[src/rtl/lc3_pkg.sv]
// Shared LC-3 definitions: machine word width, reset PC, opcode encoding and
// the fetch-queue entry layout used between Fetch and Decode.
package lc3_pkg;

    localparam int LC3_W = 16;
    localparam logic [LC3_W-1:0] LC3_RESET_PC = 16'h3000;

    typedef logic [LC3_W-1:0] word_t;

    typedef enum logic [3:0] {
        OP_BR   = 4'h0,
        OP_ADD  = 4'h1,
        OP_LD   = 4'h2,
        OP_ST   = 4'h3,
        OP_JSR  = 4'h4,
        OP_AND  = 4'h5,
        OP_LDR  = 4'h6,
        OP_STR  = 4'h7,
        OP_RTI  = 4'h8,
        OP_NOT  = 4'h9,
        OP_LDI  = 4'hA,
        OP_STI  = 4'hB,
        OP_JMP  = 4'hC,
        OP_RES  = 4'hD,
        OP_LEA  = 4'hE,
        OP_TRAP = 4'hF
    } opcode_t;

    // One queued instruction together with the address following it.
    typedef struct packed {
        word_t instr;
        word_t npc;
    } fetch_entry_t;

    function automatic word_t pc_inc(input word_t p);
        return p + word_t'(1);
    endfunction

    function automatic opcode_t opcode_of(input word_t instr);
        return opcode_t'(instr[15:12]);
    endfunction

endpackage

[src/rtl/lc3_fetch_fifo.sv]
// Circular instruction queue between Fetch and Decode; flush empties it and
// wins over a simultaneous push or pop.
module lc3_fetch_fifo
    import lc3_pkg::*;
#(
    parameter int DEPTH = 4
) (
    input  logic                   clk_i,
    input  logic                   rst_i,
    input  logic                   flush_i,
    input  logic                   push_i,
    input  fetch_entry_t           push_data_i,
    input  logic                   pop_i,
    output logic [$clog2(DEPTH):0] occupancy_o,
    output fetch_entry_t           head_o
);

    localparam int AW = $clog2(DEPTH);
    localparam int CW = AW + 1;

    fetch_entry_t  mem_q [DEPTH];
    logic [AW-1:0] wr_ptr_q, wr_ptr_d;
    logic [AW-1:0] rd_ptr_q, rd_ptr_d;
    logic [CW-1:0] count_q, count_d;
    logic          do_push, do_pop;

    always_comb begin
        do_push = push_i && !flush_i && (count_q != CW'(DEPTH));
        do_pop  = pop_i && !flush_i && (count_q != '0);
    end

    always_comb begin
        wr_ptr_d = wr_ptr_q;
        rd_ptr_d = rd_ptr_q;
        count_d  = count_q;
        if (flush_i) begin
            wr_ptr_d = '0;
            rd_ptr_d = '0;
            count_d  = '0;
        end else begin
            if (do_push) wr_ptr_d = wr_ptr_q + AW'(1);
            if (do_pop)  rd_ptr_d = rd_ptr_q + AW'(1);
            case ({do_push, do_pop})
                2'b10:   count_d = count_q + CW'(1);
                2'b01:   count_d = count_q - CW'(1);
                default: count_d = count_q;
            endcase
        end
    end

    always_ff @(posedge clk_i or posedge rst_i) begin
        if (rst_i) begin
            wr_ptr_q <= '0;
            rd_ptr_q <= '0;
            count_q  <= '0;
        end else begin
            wr_ptr_q <= wr_ptr_d;
            rd_ptr_q <= rd_ptr_d;
            count_q  <= count_d;
        end
    end

    // Storage holds no control state, so it is left out of reset.
    always_ff @(posedge clk_i) begin
        if (do_push) mem_q[wr_ptr_q] <= push_data_i;
    end

    assign occupancy_o = count_q;
    assign head_o      = mem_q[rd_ptr_q];

endmodule

[src/rtl/lc3_fetch_buffer.sv]
// LC-3 fetch stage with a credit-limited instruction queue and branch redirect.
// Optional pop counter output fetch_count when LC3_FETCH_STATS_EN is defined.
module lc3_fetch_buffer
    import lc3_pkg::*;
#(
    parameter int               DEPTH    = 4,
    parameter logic [LC3_W-1:0] RESET_PC = LC3_RESET_PC
) (
    input  logic             clock,
    input  logic             reset,
    input  logic             enable_fetch,
    input  logic             br_taken,
    input  logic [LC3_W-1:0] taken_address,
    output logic             instrmem_rd,
    output logic [LC3_W-1:0] pc,
    input  logic [LC3_W-1:0] Imem_dout,
    output logic [LC3_W-1:0] dout,
    output logic [LC3_W-1:0] npc_out,
    output logic             dout_valid,
    input  logic             enable_decode
`ifdef LC3_FETCH_STATS_EN
    ,
    output logic [LC3_W-1:0] fetch_count
`endif
);

    localparam int CW = $clog2(DEPTH) + 1;

    word_t         pc_q, pc_d;
    logic          inflight_q, inflight_d;
    logic [CW-1:0] occupancy;
    logic          credit_ok;
    logic          issue;
    logic          push;
    logic          pop;
    fetch_entry_t  push_data;
    fetch_entry_t  head;

    // Queued plus outstanding requests never exceed DEPTH, so a push always has room.
    always_comb begin
        credit_ok = (occupancy + CW'(inflight_q)) < CW'(DEPTH);
        issue     = enable_fetch && !br_taken && !reset && credit_ok;
        push      = inflight_q && !br_taken;
        pop       = dout_valid && enable_decode;
    end

    // pc_q has already advanced past the issued address, so it is that entry's npc.
    always_comb begin
        push_data.instr = Imem_dout;
        push_data.npc   = pc_q;
    end

    always_comb begin
        pc_d       = pc_q;
        inflight_d = issue;
        if (br_taken) begin
            pc_d = taken_address;
        end else if (issue) begin
            pc_d = pc_inc(pc_q);
        end
    end

    always_ff @(posedge clock or posedge reset) begin
        if (reset) begin
            pc_q       <= RESET_PC;
            inflight_q <= 1'b0;
        end else begin
            pc_q       <= pc_d;
            inflight_q <= inflight_d;
        end
    end

    lc3_fetch_fifo #(
        .DEPTH(DEPTH)
    ) u_fifo (
        .clk_i      (clock),
        .rst_i      (reset),
        .flush_i    (br_taken),
        .push_i     (push),
        .push_data_i(push_data),
        .pop_i      (pop),
        .occupancy_o(occupancy),
        .head_o     (head)
    );

    always_comb begin
        dout_valid  = (occupancy != '0);
        instrmem_rd = issue;
        pc          = pc_q;
        dout        = dout_valid ? head.instr : '0;
        npc_out     = dout_valid ? head.npc : '0;
    end

`ifdef LC3_FETCH_STATS_EN
    logic [LC3_W-1:0] fetch_count_q, fetch_count_d;

    // A redirect suppresses the pop, so flushed entries are never counted.
    always_comb begin
        fetch_count_d = fetch_count_q;
        if (pop && !br_taken) fetch_count_d = fetch_count_q + LC3_W'(1);
    end

    always_ff @(posedge clock or posedge reset) begin
        if (reset) begin
            fetch_count_q <= '0;
        end else begin
            fetch_count_q <= fetch_count_d;
        end
    end

    assign fetch_count = fetch_count_q;
`endif

endmodule

[config.mk]
export PLATFORM = sky130hd
export DESIGN_NAME = lc3_fetch_buffer
export DESIGN_NICKNAME = d
export VERILOG_FILES = /design/src/rtl/lc3_pkg.sv /design/src/rtl/lc3_fetch_fifo.sv /design/src/rtl/lc3_fetch_buffer.sv
export SDC_FILE = /design/constraint.sdc
export NUM_CORES = 1
export LEC_CHECK = 0
export CAP_MARGIN = 20
export CORE_MARGIN = 1.5
export CORE_UTILIZATION = 49
export DETAILED_ROUTE_END_ITERATION = 10
export PLACE_DENSITY = 0.75
export SYNTH_ARGS = -nofsm -noshare
export SYNTH_HDL_FRONTEND = slang
export SYNTH_SLANG_ARGS = --single-unit
[constraint.sdc]
create_clock -name clock -period 2.3 [get_ports clock]
set_clock_uncertainty 0.15 [all_clocks]
set_input_delay 0.46 -clock clock [delete_from_list [all_inputs] [get_ports clock]]
set_output_delay 0.46 -clock clock [all_outputs]
set_load 0.02 [all_outputs]
# Yosys cells after proc, flatten, opt, wreduce, memory -nomap -nowiden
# Memory sizes are Yosys's and may differ from the RTL's.
# Index checks and enable logic that the tools add are counted.
[classes] addsub=6 multipliers=0 div=0 order_cmp=1 eq_ne=3 shift=0 muxes=12 bitwise_logic=0 reduce_logical=16
[op_table] cell="two-way mux 16 bit" n=4
[op_table] cell="adder 16 x 1 -> 16 bit (second input constant)" n=1
[op_table] cell="logical AND 1 bit" n=9
[op_table] cell="two-way mux 2 bit" n=4
[op_table] cell="one-hot mux 3 bit (2 select lines)" n=1
[op_table] cell="nonzero test 2 bit" n=3
[op_table] cell="nonzero test 3 bit" n=2
[op_table] cell="adder 2 x 1 -> 2 bit (second input constant)" n=2
[op_table] cell="adder 3 x 1 -> 3 bit" n=1
[op_table] cell="adder 3 x 1 -> 3 bit (second input constant)" n=1
[op_table] cell="less-than comparator 3 bit (second input constant)" n=1
[op_table] cell="two-way mux 3 bit" n=1
[op_table] cell="!= test 3 bit (second input constant)" n=1
[op_table] cell="subtractor 3 x 1 -> 3 bit (second input constant)" n=1
[op_table] cell="equality test 2 x 1 -> 1 bit (second input constant)" n=1
[op_table] cell="equality test 2 bit (second input constant)" n=1
[op_table] cell="zero test 1 bit" n=2
[op_table] cell="two-way mux 1 bit" n=2
[totals] regBits=24 latchBits=0 ramBits=128 romBits=0 in_bits=37 output_inout_bits=50 word_cells=44 n_memories=1
[mem_list] memory="u_fifo.mem_q" words=4 word_bits=32 read_ports=1 rd_clocked_by_memory_dff=0 wr=1 line_no="lc3_fetch_fifo.sv:21" rtl="fetch_entry_t mem_q [DEPTH];"

# Longest topological paths before layout
# Gate-level depths: netlist of the first run.
[depth] word_depth=7 mapped_depth=9 depth_no_buf=8

# By module
# Synthesis of the first run repeated with hierarchy kept, for this count alone.
[hier_totals] cells_unflattened=384 hier_area_um2=6462.4
[by_module_without_submodules] mod="lc3_fetch_fifo" instances=1 cells_per_inst=233 area_each_um2=5211.2
[by_module_without_submodules] mod="lc3_fetch_buffer" instances=1 cells_per_inst=151 area_each_um2=1251.2

# Worst setup path after synthesis of the first run
# OpenSTA, ideal clock, no wires.
[synth_timing] path_kind="flip-flop to flip-flop" from="register u_fifo.count_q[2], in the netlist u_fifo.occupancy_o[2]" to="memory u_fifo.mem_q[0][0] (netlist bit), enable pin" arrival_ns=1.825 path_slack_ns=-0.067 path_stages_with_launch=6 n_path_buf=1 synth_period_minus_slack_ns=2.367 cell_sequence="dfrtp_1 -> buf_4 -> or3b_4 -> nand2_2 -> nor2_1 -> and2_1"
[synth_between] elab_chain_len=4
[synth_lines] element="from (decl)" line_no="lc3_fetch_fifo.sv:24" rtl="logic [CW-1:0] count_q, count_d;"
[synth_lines] element="from (signal assigned)" line_no="lc3_fetch_fifo.sv:59" rtl="count_q <= count_d;"
[synth_lines] element="!= test 3 bit" line_no="lc3_fetch_fifo.sv:28" rtl="do_push = push_i && !flush_i && (count_q != CW'(DEPTH));"
[synth_lines] element="logical AND 1 bit" line_no="lc3_fetch_fifo.sv:28"
[synth_lines] element="two-way mux 1 bit" line_no="lc3_fetch_fifo.sv:65" rtl="if (do_push) mem_q[wr_ptr_q] <= push_data_i;"
[synth_lines] element="two-way mux 1 bit (implied by the code)" line_no="lc3_fetch_fifo.sv:65"
[synth_lines] element="to (decl)" line_no="lc3_fetch_fifo.sv:21"
# Every way passes these cells.

# Worst setup path after layout of the first run
[layout_timing] from="register u_fifo.rd_ptr_q[0]" to="output dout[3]"
[layout_between] elab_chain_len=2
[layout_lines] element="from (decl)" line_no="lc3_fetch_fifo.sv:23" rtl="logic [AW-1:0] rd_ptr_q, rd_ptr_d;"
[layout_lines] element="from (signal assigned)" line_no="lc3_fetch_fifo.sv:58" rtl="rd_ptr_q <= rd_ptr_d;"
[layout_lines] element="memory read (4 x 32 bit)"
[layout_lines] element="two-way mux 16 bit" line_no="lc3_fetch_buffer.sv:90" rtl="dout = dout_valid ? head.instr : '0;"
[layout_lines] element="to (decl)" line_no="lc3_fetch_buffer.sv:17" rtl="output logic [LC3_W-1:0] dout,"
# Every way passes these cells.

==> key figures, run 1 <==
Yosys
  – Number of synthesized register bits: 152
  – Syn. warnings: 0
  – Mapped Area: 0.00637 sq mm
  – Synth Net Count: 419
  – Sequential area share after synthesis: 69.8%
  – Number of synthesized flops with an enable pin: 128
  – Asr flop ratio synth: 15.8%
  – Average footprint of a synthesized cell: 17.0 sq um
  – Ys flop type: edfxtp_1
  – Cells after Synth: 376
  – Post-synth cell types: 44

Drt
  – Via density: 5.53
  – Via count: 3823
  – DRC Markers: 0
  – Routed WL: 13400 um
  – Initial DRT Pass Iterations: 4
  – Initial drt markers: 231
  – Routed wire per std cell: 19.4 um
  – DRT antenna net count: 0

Setup path
  – Worst Setup Start Kind: flip-flop
  – CP endpoint: dout[3]
  – Family with the most delay on the worst path: multiplexers
  – Reg-to-reg slack, setup: 0.05 ns
  – CP cell instances: buf_12 -> mux4_2 -> and2_4 -> buf_6
  – Cell depth of the worst setup path: 4
  – R2r startpoint: u_fifo.occupancy_o[0]$_DFFE_PP0P_
  – CP Max Fanout: 8
  – CP max stage cell: mux4_2
  – Worst Path Buf+Inv: 2
  – R2r worst-path depth: 9
  – Reg2reg end: u_fifo.occupancy_o[2]$_DFFE_PP0P_
  – Critical path arrival: 1.90 ns
  – Setup crit end kind: output pin
  – Largest stage delay on the critical path: 0.53 ns
  – CP startpoint: u_fifo.rd_ptr_q[0]$_DFFE_PP0P_
  – CP required: 1.69 ns
  – Crit Path Category: flip-flop to output pin

Pwr
  – Leak: 3.06 nW
  – Switching Share: 27.2%
  – Internal power: 6.47 mW
  – Cell Pwr Density: 1020 mW/mm^2
  – Psw: 2.42 mW
  – Peak VDD IR: 0.000696 V
  – Clock group share of total power: 32.2%
  – Combinational share of power: 31.6%
  – Seq pwr share: 36.2%

STA
  – Fin worst setup slack: -0.205 ns
  – Worst Tran Pin Value: 0.499 ns
  – Max_slew headroom: 66.7%
  – Max Clk Rate: 399 MHz
  – Final period util: 109%
  – Fin. Hold Viols: 0
  – RSZ-0062 raised after global routing: true
  – Min cycle time layout: 2.51 ns
  – Setup TNS: -5.33 ns
  – Max-slew violations: 0
  – Final Setup Violations: 32

Clock network
  – Worst-path clk slew: 0.06 ns
  – H-tree levels: 4
  – Clock buffer depth: 2
  – Clock latency on the worst-skew pair: 0.41 ns
  – Num CTS Buffers: 17
  – Clk sinks: 152
  – CTS root buf: clkbuf_16
  – Hold Buf Count CTS: 0
  – TritonCTS clock tree: done

Global routing
  – Pin count of the biggest net entering global routing: 25
  – Vias in the first global route: 3962
  – First-pass GRT wire length: 20900 um
  – Initial antenna violation count: 0
  – GRT Util Overall: 21.4%
  – GRT overflow: 0

Run status
  – Status: finished with violations
  – Violated checks: negative setup slack

Floorplan
  – DIE HEIGHT: 117 um
  – Die Area: 0.0137 sq mm
  – Cell Rows: 41
  – Chip width: 117 um
  – Ports: 87
  – Initial Util: 50.3%
  – Core area: 0.0127 sq mm

Placement
  – IO buf count: 86
  – Cells after DPL: 654
  – HPWL after DPL: 8420 um
  – GP Congestion: 0.818

Finish
  – Final #Nets: 549
  – Area Growth Syn to Fin: 36.4%
  – Antenna cells: 0
  – Fill cells: 864
  – Final cell count without fillers: 691
  – Share of layout cells above drive strength 1: 38.0%

Hold path
  – Worst Hold Class: input pin to asynchronous set/reset pin

Flow run
  – Max cap viols: 0
==> power by group through the flow <==
stage	clock network, mW	logic, mW	registers (mW)
CTS	2.90	2.80	3.21
global placement	0	2.31	3.25
detailed placement	0	2.35	3.26
global route	3.02	3.00	3.23
floorplan	0	1.24	3.25
finish	2.86	2.81	3.22
==> placed cells by master, fill, tap and decap left out, drive strengths merged, types with 10 or more instances in the layout <==
master,n
dfrtp,22
a31oi,10
nor2,17
mux4,32
and2,40
nand2,19
edfxtp,128
buf,79
clkdlybuf4s50,49
clkbuf,18
==> worst reg2reg max path: stages (launching register included) <==
cell	delay, ns
dfrtp_1	0.42
buf_12	0.16
o31ai_4	0.24
a21o_1	0.14
nor2_2	0.04
fa_2	0.36
or3_4	0.33
a21oi_2	0.13
o21ai_1	0.08
a21oi_1	0.12
==> state kept, by name, indices dropped and copies added (netlist names) <==
name	cells
u_fifo.mem_q	128
pc	16
u_fifo.occupancy_o	3
u_fifo.rd_ptr_q	2
u_fifo.wr_ptr_q	2
inflight_q	1
==> timing repair <==
action,CTS,global route
endpoints found under the hold margin,0,0
cloned,2,0
endpoints found under the setup margin,36,39
resized for setup,235,31
pin swaps,26,11
buffers inserted,5,1
==> metal layers <==
metal	global-route usage, %	up-vias	routed length, um
li1	-	1736	-
met1	27.2	1919	5390
met2	35.8	154	7140
met3	5.87	14	778
met4	7.15	0	125
met5	0	-	0
==> logic make-up after synthesis <==
logic type	share of synthesized area (%)
flip-flops	69.8
AND/OR/NAND/NOR	9.11
AO/OA/AOI/OAI	4.69
multiplexers	11.6
buffers and inverters	2.06
XOR/XNOR	1.45
adder cells (fa/ha/maj)	1.30
==> cells in the mapped netlist, types with 2 or more instances <==
| library cell | instances | share of area (%) |
|---|---|---|
| a21oi_1 | 5 | 0.39 |
| nand2_1 | 18 | 1.1 |
| or3_1 | 2 | 0.20 |
| ha_1 | 5 | 0.98 |
| a211oi_1 | 3 | 0.35 |
| buf_6 | 2 | 0.35 |
| nor2_1 | 17 | 1.0 |
| inv_1 | 5 | 0.29 |
| buf_2 | 5 | 0.39 |
| xor2_1 | 3 | 0.41 |
| o21ai_0 | 8 | 0.63 |
| nand4_1 | 5 | 0.49 |
| edfxtp_1 | 128 | 60 |
| and2_1 | 40 | 3.9 |
| and4_1 | 3 | 0.41 |
| dfstp_2 | 2 | 0.82 |
| or4_1 | 8 | 0.94 |
| o31ai_1 | 8 | 0.94 |
| mux2i_1 | 2 | 0.31 |
| mux4_2 | 32 | 11 |
| a31oi_1 | 9 | 0.88 |
| buf_4 | 2 | 0.24 |
| dfrtp_1 | 22 | 8.6 |
| clkbuf_1 | 11 | 0.65 |
| o211ai_1 | 2 | 0.24 |
| xnor2_1 | 5 | 0.69 |
| nand3_1 | 7 | 0.55 |
==> layout make-up <==
| cell class | count | area [sq um] | area share (%) |
|---|---|---|---|
| flip-flops and latches | 152 | 4450 | 51.2 |
| well taps | 172 | 215 | 2.47 |
| inverters | 6 | 22.5 | 0.259 |
| repair buffers | 132 | 1450 | 16.7 |
| clock inverters | 14 | 181 | 2.09 |
| multi-input cells | 197 | 1950 | 22.4 |
| clock buffers | 18 | 429 | 4.94 |
==> stage by stage <==
step	power (mW)	setup slack, ns	util [%]	hold WS, ns	cell area (sq um)
3_5_place_dp	5.61	-0.336	61.7	0.406	7820
5_1_grt	9.25	-0.263	68.6	0.327	8700
4_1_cts	8.91	-0.259	68.3	0.276	8650
2_1_floorplan	4.49	0.0132	-	0.323	6380
3_3_place_gp	5.56	-0.323	61.7	0.391	7820
6_report	8.89	-0.205	68.6	0.286	8700
==> worst min path at each step <==
stage,endpoint,slack (ns),startpoint,cells after the start
after floorplan,inflight_q$_DFF_PP0_,0.32,reset,1
after global placement,pc[13]$_DFFE_PP1P_,0.39,pc[13]$_DFFE_PP1P_,2
after detailed placement,pc[12]$_DFFE_PP1P_,0.41,pc[12]$_DFFE_PP1P_,2
after CTS,pc[2]$_DFFE_PP0P_,0.28,reset,3
after global routing,pc[2]$_DFFE_PP0P_,0.33,reset,3
final,pc[3]$_DFFE_PP0P_,0.29,reset,3
No activity file was read; power rests on OpenSTA's default activity.
==> inputs of run 2 (changes only) <==
--- a/config.mk
+++ b/config.mk
@@ -9,6 +9,7 @@
 export CORE_MARGIN = 1.5
 export CORE_UTILIZATION = 49
 export DETAILED_ROUTE_END_ITERATION = 10
+export GPL_TIMING_DRIVEN = 0
 export PLACE_DENSITY = 0.75
 export SYNTH_ARGS = -nofsm -noshare
 export SYNTH_HDL_FRONTEND = slang
==> key figures, run 2 (same netlist as run 1, synthesis figures left out) <==
Run status
  – Status: finished with violations
  – Violated checks: negative setup slack

Finish
  – Utilization after layout: 68.4%
  – Area Growth Syn to Fin: 35.9%
  – Share of layout cells above drive strength 1: 38.0%
  – Most common cell after layout, fill and taps aside: edfxtp_1
  – Area of the multi-input gates: 0.00198 sq mm
  – Commonest non-fill, non-tap cells in the layout: edfxtp_1 (128), clkdlybuf4s50_1 (49), and2_4 (40), buf_6 (37), mux4_2 (32)
  – Fin area: 0.00866 sq mm
  – Sequential Area: 0.00445 sq mm
  – Final cell count without fillers: 690
  – Top reg by flops: u_fifo.mem_q
  – Final #Nets: 548
  – Max FFs per register: 128
  – Antenna cells: 0
  – Fill cells: 831

Global routing
  – Global route hottest layer: met2
  – Met1 usage: 29.0%
  – M3 GR Usage: 4.17%
  – Met2 Use GR: 35.7%
  – GRT overflow: 0
  – Vias in the first global route: 3945
  – First-pass GRT wire length: 21200 um
  – GRT Util Overall: 21.5%
  – Pin count of the biggest net entering global routing: 33
  – Initial antenna violation count: 0

Pwr
  – Combinational share of power: 31.3%
  – Clock group share of total power: 33.8%
  – Seq pwr share: 34.9%
  – Leak: 3.06 nW
  – Cell Pwr Density: 1060 mW/mm^2
  – Psw: 2.42 mW
  – Peak VDD IR: 0.000559 V
  – Switching Share: 26.3%
  – Internal power: 6.76 mW

STA
  – Min cycle time layout: 2.49 ns
  – Final Setup Violations: 33
  – Fin. Hold Viols: 0
  – RSZ-0062 raised after global routing: true
  – Max Clk Rate: 401 MHz
  – Fin worst setup slack: -0.195 ns
  – Final period util: 108%
  – Max_slew headroom: 67.6%
  – Worst Tran Pin Value: 0.486 ns
  – Max-slew violations: 0

Drt
  – Via density: 5.66
  – Initial drt markers: 404
  – Initial DRT Pass Iterations: 4
  – Via count: 3906
  – Routed wire per std cell: 21.1 um
  – DRT antenna net count: 0
  – Routed WL: 14500 um
  – DRC Markers: 0

Setup path
  – Critical path arrival: 1.88 ns
  – Family with the most delay on the worst path: multiplexers
  – CP Max Fanout: 8
  – CP cell instances: buf_12 -> buf_12 -> mux4_2 -> and2_4 -> buf_6
  – Largest stage delay on the critical path: 0.51 ns
  – R2r worst-path depth: 9
  – Crit Path Category: flip-flop to output pin
  – Worst Path Buf+Inv: 3
  – Setup crit end kind: output pin
  – CP required: 1.69 ns
  – Cell depth of the worst setup path: 5
  – Most Frequent Cell on Critical Path: buf_12
  – Worst Setup Start Kind: flip-flop
  – CP max stage cell: mux4_2

Clock network
  – CTS root buf: clkbuf_16
  – Clock buffer depth: 2
  – Worst-path clk slew: 0.06 ns
  – TritonCTS clock tree: done
  – Num CTS Buffers: 17
  – Clock latency on the worst-skew pair: 0.42 ns
  – H-tree levels: 4
  – Clk sinks: 152

Hold path
  – Hold Path Depth: 2
  – Worst Hold Class: input pin to flip-flop

Floorplan
  – Cell Rows: 41
  – DIE HEIGHT: 117 um
  – Core area: 0.0127 sq mm
  – Ports: 87
  – Die Area: 0.0137 sq mm
  – Chip width: 117 um
  – Initial Util: 50.3%

Flow run
  – Max cap viols: 0

Placement
  – DP Area: 0.00745 sq mm
  – GP Congestion: 0.846
  – HPWL after DPL: 8060 um
  – Cells after DPL: 633
  – IO buf count: 85
-- run 2: final timing paths --
| check | from | endpoint | slack (ns) |
|---|---|---|---|
| worst max-delay path | u_fifo.rd_ptr_q[0]$_DFFE_PP0P_ | dout[10] | -0.19 |
| min in group asynchronous | reset | u_fifo.occupancy_o[2]$_DFFE_PP0P_ | 0.31 |
| max in group asynchronous | reset | pc[12]$_DFFE_PP1P_ | 1.46 |
| worst max register to register | u_fifo.occupancy_o[2]$_DFFE_PP0P_ | u_fifo.occupancy_o[2]$_DFFE_PP0P_ | -0.06 |
| worst min register to register | pc[13]$_DFFE_PP1P_ | pc[13]$_DFFE_PP1P_ | 0.42 |
| worst min-delay path | br_taken | pc[3]$_DFFE_PP0P_ | 0.26 |
-- run 2: cell type report --
cell class | instances | share of cell area [%]
plain buffers | 19 | 2.35
clock buffers | 25 | 5.83
clock inverters | 7 | 1.88
inverters | 6 | 0.274
multi-input cells | 201 | 22.8
flip-flops and latches | 152 | 51.4
well taps | 172 | 2.48
repair buffers | 108 | 12.9
-- run 2: power by group through the flow --
stage                     clock [mW]  combinational [mW]  sequential (mW)
after detailed placement           0                2.14             3.25
after floorplan                    0                1.24             3.25
after CTS                       3.11                2.87             3.20
final                           3.10                2.87             3.20
after global placement             0                2.11             3.24
after global routing            3.23                3.05             3.21
-- run 2: routing by layer --
| layer | vias to the layer above | part of all wire [%] | wire [um] |
|---|---|---|---|
| met1 | 1977 | 42 | 6060 |
| met3 | 17 | 6.4 | 933 |
| li1 | 1747 | - | - |
| met4 | 0 | 1.3 | 195 |
| met5 | - | 0 | 0 |
| met2 | 165 | 51 | 7340 |
-- run 2: worst reg2reg max path, stage by stage, from the launching register on --
cell and delay (ns):
dfrtp_1 0.41, buf_6 0.16, or3b_4 0.25, a21o_1 0.15, nor2_2 0.05, fa_2 0.37
or3_4 0.34, a21oi_2 0.15, o21ai_1 0.08, a21oi_1 0.17
-- run 2: metrics by stage --
step | setup TNS, ns | hold WS, ns | total power, mW | setup WS, ns
6_report | -5.25 | 0.260 | 9.18 | -0.195
2_1_floorplan | 0 | 0.323 | 4.49 | 0.0132
4_1_cts | -7.19 | 0.311 | 9.18 | -0.276
5_1_grt | -6.59 | 0.284 | 9.49 | -0.232
3_3_place_gp | -31.07 | 0.400 | 5.35 | -0.589
3_5_place_dp | -37.36 | 0.417 | 5.39 | -0.602
-- run 2: repair_timing --
action                     in CTS  in global routing
hold buffers                    0                  0
gates resized for setup       271                 28
pin swaps                      33                 16
buffers inserted               17                  5
cloned                          3                  4
setup endpoints to repair     166                167
==> inputs of run 3 (changes only) <==
--- a/config.mk
+++ b/config.mk
@@ -10,6 +10,7 @@
 export CORE_UTILIZATION = 49
 export DETAILED_ROUTE_END_ITERATION = 10
 export GPL_TIMING_DRIVEN = 0
+export HOLD_SLACK_MARGIN = 0.05
 export PLACE_DENSITY = 0.75
 export SYNTH_ARGS = -nofsm -noshare
 export SYNTH_HDL_FRONTEND = slang
==> results of run 3 <==
No change in the layout: final DEF, timing and power equal those of run 2.
